File: src/rtl/ex_mem_lsu_reg.sv
// EX/MEM pipeline register with a load/store sequencer.
// Holds one EX bundle, issues at most one data-memory request for it,
// formats the load result and presents the finished bundle to the WB register.
//
//   state  | meaning
//   -------+------------------------------------------------------------
//   S_IDLE | no memory work pending (empty stage or non-memory bundle)
//   S_REQ  | request presented on dmem_req_*, waiting for dmem_req_ready
//   S_WAIT | load accepted by memory, waiting for dmem_resp_valid
//   S_DONE | result complete, waiting for the WB register to take it
module ex_mem_lsu_reg #(
    parameter int XLEN = 32
) (
    input  logic            clk,
    input  logic            reset,
    input  logic [106:0]    ex_stage_data,
    input  logic            ex_to_mem_reg_valid,
    output logic            ex_mem_reg_allow_in,
    output logic            mem_to_wb_reg_valid,
    input  logic            mem_wb_reg_allow_in,
    output logic [69:0]     mem_stage_data,
    output logic            dmem_req_valid,
    input  logic            dmem_req_ready,
    output logic            dmem_req_we,
    output logic [XLEN-1:0] dmem_req_addr,
    output logic [XLEN-1:0] dmem_req_wdata,
    output logic [3:0]      dmem_req_wstrb,
    input  logic            dmem_resp_valid,
    input  logic [XLEN-1:0] dmem_resp_rdata
);

    typedef enum logic [1:0] {
        S_IDLE = 2'd0,
        S_REQ  = 2'd1,
        S_WAIT = 2'd2,
        S_DONE = 2'd3
    } state_t;

    state_t            state_q;
    state_t            state_d;
    logic              valid_q;
    logic [106:0]      bundle_q;
    logic [XLEN-1:0]   load_q;

    logic [XLEN-1:0]   alu_result;
    logic [XLEN-1:0]   rs2_data;
    logic [4:0]        rd;
    logic              rf_we;
    logic              mem_read;
    logic              mem_write;
    logic [2:0]        funct3;
    logic [XLEN-1:0]   pc;

    logic              is_load;
    logic              is_store;
    logic              ready_go;
    logic [3:0]        store_strb;
    logic [XLEN-1:0]   store_data;
    logic [7:0]        load_byte;
    logic [15:0]       load_half;
    logic [XLEN-1:0]   load_fmt;

    assign alu_result = bundle_q[31:0];
    assign rs2_data   = bundle_q[63:32];
    assign rd         = bundle_q[68:64];
    assign rf_we      = bundle_q[69];
    assign mem_read   = bundle_q[70];
    assign mem_write  = bundle_q[71];
    assign funct3     = bundle_q[74:72];
    assign pc         = bundle_q[106:75];

    // A bundle with both mem_read and mem_write set is handled as a load.
    assign is_load  = mem_read;
    assign is_store = mem_write & ~mem_read;

    assign ready_go            = ((state_q == S_IDLE) && !(mem_read || mem_write)) ||
                                 (state_q == S_DONE);
    assign ex_mem_reg_allow_in = !valid_q || (ready_go && mem_wb_reg_allow_in);
    assign mem_to_wb_reg_valid = valid_q && ready_go;

    assign dmem_req_valid = (state_q == S_REQ);
    assign dmem_req_we    = is_store;
    assign dmem_req_addr  = {alu_result[31:2], 2'b00};
    assign dmem_req_wdata = store_data;
    assign dmem_req_wstrb = is_store ? store_strb : 4'b0000;

    assign mem_stage_data = {pc, rf_we, rd, (is_load ? load_q : alu_result)};

    // Store lane placement; unlisted funct3 codes fall back to a full word.
    always_comb begin
        store_strb = 4'b1111;
        store_data = rs2_data;
        case (funct3)
            3'b000: begin
                store_strb = 4'b0001 << alu_result[1:0];
                store_data = {4{rs2_data[7:0]}};
            end
            3'b001: begin
                store_strb = alu_result[1] ? 4'b1100 : 4'b0011;
                store_data = {2{rs2_data[15:0]}};
            end
            default: ;
        endcase
    end

    // Load lane extraction and sign/zero extension; addr[0] is ignored for halves.
    always_comb begin
        load_byte = 8'h00;
        case (alu_result[1:0])
            2'd0:    load_byte = dmem_resp_rdata[7:0];
            2'd1:    load_byte = dmem_resp_rdata[15:8];
            2'd2:    load_byte = dmem_resp_rdata[23:16];
            default: load_byte = dmem_resp_rdata[31:24];
        endcase
        load_half = alu_result[1] ? dmem_resp_rdata[31:16] : dmem_resp_rdata[15:0];
        load_fmt  = dmem_resp_rdata;
        case (funct3)
            3'b000:  load_fmt = {{24{load_byte[7]}}, load_byte};
            3'b001:  load_fmt = {{16{load_half[15]}}, load_half};
            3'b100:  load_fmt = {24'h000000, load_byte};
            3'b101:  load_fmt = {16'h0000, load_half};
            default: load_fmt = dmem_resp_rdata;
        endcase
    end

    // State register.
    always_ff @(posedge clk) begin
        if (reset) state_q <= S_IDLE;
        else       state_q <= state_d;
    end

    // Next state: a capture (or emptying) of the stage overrides sequencing.
    always_comb begin
        state_d = state_q;
        if (ex_mem_reg_allow_in) begin
            if (ex_to_mem_reg_valid &&
                (ex_stage_data[70] || ex_stage_data[71])) state_d = S_REQ;
            else                                          state_d = S_IDLE;
        end else begin
            case (state_q)
                S_REQ:   if (dmem_req_ready) state_d = is_load ? S_WAIT : S_DONE;
                S_WAIT:  if (dmem_resp_valid) state_d = S_DONE;
                default: ;
            endcase
        end
    end

    // Stage valid, bundle capture and load-data capture.
    always_ff @(posedge clk) begin
        if (reset) begin
            valid_q  <= 1'b0;
            bundle_q <= '0;
            load_q   <= '0;
        end else begin
            if (ex_mem_reg_allow_in) valid_q <= ex_to_mem_reg_valid;
            if (ex_mem_reg_allow_in && ex_to_mem_reg_valid) bundle_q <= ex_stage_data;
            if ((state_q == S_WAIT) && dmem_resp_valid) load_q <= load_fmt;
        end
    end

endmodule

File: config.mk
export PLATFORM = sky130hd
export DESIGN_NAME = ex_mem_lsu_reg
export DESIGN_NICKNAME = d
export VERILOG_FILES = /design/src/rtl/ex_mem_lsu_reg.sv
export SDC_FILE = /design/constraint.sdc
export NUM_CORES = 1
export LEC_CHECK = 0
export CORE_ASPECT_RATIO = 1.1
export CORE_UTILIZATION = 44
export CTS_BUF_LIST = sky130_fd_sc_hd__clkbuf_8
export DETAILED_ROUTE_END_ITERATION = 10
export GPL_ROUTABILITY_DRIVEN = 0
export MAX_ROUTING_LAYER = met4
export PLACE_DENSITY = 0.8
export SETUP_SLACK_MARGIN = 0.3
export SLEW_MARGIN = 20
export SYNTH_ARGS = -nofsm -noshare
export SYNTH_HDL_FRONTEND = slang
export SYNTH_SLANG_ARGS = --single-unit
File: constraint.sdc
create_clock -name clk -period 2.7 [get_ports clk]
set_input_delay 0.54 -clock clk [delete_from_list [all_inputs] [get_ports clk]]
set_output_delay 0.54 -clock clk [all_outputs]
set_load 0.05 [all_outputs]
Word level (Yosys, flattened, before mapping)
Cells that the tools add are included.
- eq/ne operators: 10
- shift-type cells: 1
- muxes and demuxes: 14
- bitwise operators: 2
- reductions and logical operators: 17
- operators by type and width (cell ; number):
    32-bit case mux with 4 select lines ; 1
    32-bit case mux with 2 select lines ; 1
    32-bit 2-to-1 mux ; 1
    8-bit case mux with 3 select lines ; 1
    16-bit 2-to-1 mux ; 1
    4-bit 2-to-1 mux ; 2
    4-bit case mux with 2 select lines ; 1
    2-bit == test (second input constant) ; 3
    3-bit == test (second input constant) ; 2
    1-bit logical AND ; 6
    2-bit 2-to-1 mux ; 3
    2-bit by 1-bit == test with 1-bit output (second input constant) ; 2
    2-bit zero test ; 2
    1-bit logical OR ; 4
    2-bit case mux with 2 select lines ; 1
    1-bit by 2-bit left shift with 4-bit output (first input constant) ; 1
    3-bit by 1-bit == test with 1-bit output (second input constant) ; 1
    3-bit zero test ; 1
    3-bit by 2-bit inequality test with 1-bit output (second input constant) ; 1
    3-bit inequality test (second input constant) ; 1
    3-bit AND reduction ; 1
    3-bit nonzero test ; 1
    1-bit zero test ; 2
    1-bit 2-to-1 mux ; 2
    other kinds (2) ; 2
- bits in registers: 142
- output and inout bits: 142
- logic and storage cells: 48

Logic depth before layout (Yosys ltp)
- depth after elaboration: 8
- mapped depth: 8

Worst setup path after synthesis
Ideal clock, no wire load.
- kind: reg-to-output
- start: register bundle_q[1]
- end: output dmem_req_wstrb[3]
- arrival time: 2175 ps
- path slack: -15 ps
- cell stages (with the launch flop): 6
- path through: dfxtp_1 > clkbuf_1 > clkbuf_1 > clkbuf_1 > o21ai_0 > a21oi_1
- longest elaborated chain between the ends: 3
- elaborated cells on any way between the ends: 4
- those cells by class: shift: 1; mux: 3
- ends and longest elaborated chain (what ; line ; source):
    from (decl) ; 42 ; logic [106:0] bundle_q;
    from (signal assigned) ; 156 ; if (ex_mem_reg_allow_in && ex_to_mem_reg_valid) bundle_q <= ex_stage_data;
    4-bit 2-to-1 mux / 1-bit by 2-bit left shift with 4-bit output (equally long branches) ; 99, 95 ;
    4-bit case mux with 2 select lines (*) ; 93 ; case (funct3)
    4-bit 2-to-1 mux (*) ; 85 ; assign dmem_req_wstrb = is_store ? store_strb : 4'b0000;
    to (decl) ; 27 ; output logic [3:0] dmem_req_wstrb,
Every way passes the cells marked *; elsewhere a longest branch is shown, timed or not.

Worst setup path in the final report
- start: register bundle_q[71]
- end: output ex_mem_reg_allow_in
- longest elaborated chain between the ends: 6
- ends and longest elaborated chain (what ; line ; source):
    1-bit logical OR ; 76 ; assign ready_go = ((state_q == S_IDLE) && !(mem_read || mem_write)) ||
    1-bit zero test ; 76 ;
    1-bit logical AND ; 76 ;
    1-bit logical OR ; 76 ;
    1-bit logical AND ; 78 ; assign ex_mem_reg_allow_in = !valid_q || (ready_go && mem_wb_reg_allow_in);
    1-bit logical OR ; 78 ;
    to (decl) ; 18 ; output logic ex_mem_reg_allow_in,
Every way passes these cells.

==> run summary <==
The areal power density over the cells came out at 585 nW/um^2. In the final layout, the share of cells above drive strength 1 is 0.187. The static power due to leakage came out at approximately 0.0037 uW.

For the pin with the worst max-slew slack, the measured transition is roughly 0.8 ns. Summed over all instances, the cell type with the most area after synthesis is sky130_fd_sc_hd__dfxtp_1. The clock tree buffer depth is 2. The post-route clock period utilization is 0.874. The internal portion of the total power is 3690 uW. In this run the core area contains between 40 and 50 standard-cell rows.

The worst-case setup margin in the final layout is 0.341 ns. The part of the power in registers came out at 0.399. The post-route DRC violation count is 0.

The number of hold violations in the final report came out at 0. The first global-routing pass estimated 31300 um of wire. The die is 121 um wide. The share of synthesized registers carrying an async set or reset is 0. The wire length after detailed routing is about 20000 um. The count of clock tree sinks came out at 142. The synthesized netlist occupies a cell area of 6840 sq um. The TritonCTS clock tree is built.

The flow ran to the end, and the final reports show no timing, DRC or antenna violations. Across the routed clock network, the largest skew measured is 0.0149 ns. Dividing the detail-routed wire length by the instance count gives around 16 um. The synthesized design contains 142 register bits. The pin count of the biggest net entering global routing came out at 71. The sequential-to-total area share from yosys stat came out at 0.416.

The fraction of synthesized cell area taken by the top area cell type came out at 0.416. The via total after detailed routing came out at 6425. The number of global-route vias before repair is 6091. The number of warnings printed during yosys synthesis is 0. Pin placement for this block handled 287 I/O pins. The total CTS buffers came out at 17. The path class of the tightest hold or removal check is reg2reg.

In this run the worst path has a maximum fanout of 5. Excluding fillers, the count of instances in the completed layout stands at 1261. The critical path in this run is classified as reg2out. The clock transition at the registers of the reported paths came out at around 0.09 ns. The H-tree generated during clock tree synthesis spans 4 levels. The tree is rooted in a sky130_fd_sc_hd__clkbuf_8. The total power of the final layout is 5750 uW.

The number of antenna violations at the first check in global routing is 1. The number of max-slew violations in the final report came to 0. In the post-synthesis netlist, the biggest area contributors are sky130_fd_sc_hd__dfxtp_1, sky130_fd_sc_hd__nand2_1, sky130_fd_sc_hd__mux2_2, sky130_fd_sc_hd__buf_4, sky130_fd_sc_hd__a21oi_1. In this run the standard cell core region covers 15100 sq um. The die covers 16000 sq um.

The number of iterations in the first detailed-routing pass came out at 4. The first-iteration detailed-routing DRC count is around 350. The area growth from synthesis to layout is 43.7%.

Of the total power, the share spent switching nets is 0.358. The number of placed cells counting well taps is about 1200. The category of the worst setup path launch point is a register. The net switching power figure came out at ~2100 uW. The setup TNS came out at 0 ns. The floorplan step set the die height to between 100 and 150 um. The worst setup path is captured at an output pin. The final setup violation count is 0. The count of flip-flops with a built-in enable after synthesis is 0. The net count of the finished layout came out at 1196. Based on the critical path, the design can be clocked at up to 0.424 GHz. After legalization and detailed placement, the total HPWL measured 14500 um. Of the total power, combinational logic draws 0.308. The arrival time at the worst endpoint came out at 1.82 ns. Across the run, the number of max-cap violations was 0. For the finished layout, the period the worst path requires is 2.36 ns. The worst setup timing slack at the placement stage came out at 0.457 ns. The remaining global-route overflow came out at 0.

The synthesized area per cell is 7.89 sq um. The effective utilization at floorplan came out at 0.452. The part of the total power dissipated in the clock network is 0.293.

Setup repair after global routing could not meet its margin everywhere. At the later pin of the worst-skew pair, clock insertion delay measures approximately 0.45 ns. The gate count after technology mapping is ~870.

The number of input and output port buffers inserted came out at 284. In the routed layout, each cell is associated on average with a via count of 5.10. The post-route antenna net violation count came out at 0. The worst slew margin relative to its limit is 0.478. Across the VDD grid, the largest voltage drop is 0.000341 V. In the synthesized netlist the dominant register cell turns out to be sky130_fd_sc_hd__dfxtp_1. The all-layer global routing usage is 0.258.

Synthesis instantiated 32 different standard cells from the library. The required time at the worst-slack endpoint is about 2.2 ns.
==> synthesized netlist by cell type, types with 8 or more instances <==
cell,n
sky130_fd_sc_hd__o21ai_0,10
sky130_fd_sc_hd__nand2_1,255
sky130_fd_sc_hd__nor2_1,45
sky130_fd_sc_hd__a31oi_1,8
sky130_fd_sc_hd__dfxtp_1,142
sky130_fd_sc_hd__mux2_2,55
sky130_fd_sc_hd__a211oi_1,25
sky130_fd_sc_hd__nand3b_1,8
sky130_fd_sc_hd__mux2i_1,12
sky130_fd_sc_hd__clkbuf_1,50
sky130_fd_sc_hd__buf_4,82
sky130_fd_sc_hd__buf_2,8
sky130_fd_sc_hd__a21oi_1,122
sky130_fd_sc_hd__nor3_1,12
==> worst max-delay path, stage by stage (launching register included) <==
cell	delay, ns
sky130_fd_sc_hd__dfxtp_2	0.33
sky130_fd_sc_hd__or4_4	0.56
sky130_fd_sc_hd__a31oi_4	0.31
sky130_fd_sc_hd__buf_12	0.18
==> stage by stage <==
step	area, sq um	util	hold WS (ns)
final	9820	0.650	0.457
after global routing	9820	0.650	0.476
after CTS	9770	0.647	0.456
after detailed placement	9380	0.620	0.444
after global placement	9380	0.620	0.440
after floorplan	6880	-	0.434
==> flip-flops by register name, summed over array words and instances, names as in the netlist <==
name,count
bundle_q,107
load_q,32
state_q,2
valid_q,1
==> cell families (layout without fill, tap and decap cells) <==
logic type             Yosys count  count (layout)  synth area share
AO/OA/AOI/OAI                  180             180             0.155
buffers and inverters          146             342             0.127
flip-flops                     142             142             0.416
multiplexers                    67              67             0.108
other                            1               3          0.000549
AND/OR/NAND/NOR                331             331             0.194
==> area by class of cell <==
class	count	area, sq um
well taps	196	245
flip-flops and latches	142	2850
repair buffers	307	3140
inverters	3	11.3
clock inverters	15	150
fillers	1311	5290
diodes	1	2.50
clock buffers	17	234
multi-input cells	580	3190
==> repair_timing <==
action	in CTS	in global routing
hold buffers	0	0
buffers inserted	0	3
resized for setup	3	9
endpoints found under the setup margin	14	55
pin swaps	0	4
==> power groups by stage <==
stage / clock [uW] / combinational [uW] / sequential [uW]
floorplan: 0 / 1160 / 2310
global placement: 0 / 1750 / 2340
detailed placement: 0 / 1760 / 2340
CTS: 1720 / 1770 / 2290
global route: 1810 / 1870 / 2310
finish: 1680 / 1770 / 2290
==> path summary, 6_finish.rpt <==
kind / start / end / slack [ns] / depth (start not counted)
max reg2reg: bundle_q[71] / bundle_q[28] / 0.52 / 6
max: bundle_q[71] / ex_mem_reg_allow_in / 0.34 / 3
min: bundle_q[105] / bundle_q[105] / 0.46 / 2
min reg2reg: bundle_q[105] / bundle_q[105] / 0.46 / 2
==> routing by layer <==
metal	routed length, um	track usage	vias to the layer above
li1	-	-	3193
met1	8120	0.295	2952
met2	10000	0.424	245
met3	1540	0.0733	35
met4	562	0.0974	0
met5	0	-	-
==> cells in the final DEF (no fill, tap or decap), types with 2 or more instances in the layout <==
master | Yosys | routed
sky130_fd_sc_hd__nand2_1 | 255 | 255
sky130_fd_sc_hd__clkdlybuf4s50_1 | 0 | 219
sky130_fd_sc_hd__dfxtp_1 | 142 | 138
sky130_fd_sc_hd__a21oi_1 | 122 | 115
sky130_fd_sc_hd__buf_4 | 82 | 62
sky130_fd_sc_hd__mux2_2 | 55 | 55
sky130_fd_sc_hd__nor2_1 | 45 | 44
sky130_fd_sc_hd__a211oi_1 | 25 | 25
sky130_fd_sc_hd__buf_12 | 0 | 22
sky130_fd_sc_hd__clkbuf_8 | 0 | 18
sky130_fd_sc_hd__mux2i_1 | 12 | 12
sky130_fd_sc_hd__nor3_1 | 12 | 12
sky130_fd_sc_hd__o21ai_0 | 10 | 10
sky130_fd_sc_hd__nand3b_1 | 8 | 8
sky130_fd_sc_hd__a21oi_2 | 0 | 7
sky130_fd_sc_hd__a31oi_1 | 8 | 7
sky130_fd_sc_hd__o221a_2 | 7 | 7
sky130_fd_sc_hd__inv_6 | 0 | 6
sky130_fd_sc_hd__dfxtp_2 | 0 | 4
sky130_fd_sc_hd__nor2b_1 | 3 | 3
sky130_fd_sc_hd__inv_1 | 3 | 3
sky130_fd_sc_hd__nand2b_1 | 4 | 3
sky130_fd_sc_hd__clkinvlp_4 | 0 | 3
sky130_fd_sc_hd__a21boi_1 | 1 | 2
sky130_fd_sc_hd__conb_1 | 1 | 2
sky130_fd_sc_hd__inv_8 | 0 | 2
sky130_fd_sc_hd__clkinv_4 | 0 | 2
sky130_fd_sc_hd__buf_6 | 0 | 2
Power figures use the tool's default switching activity.
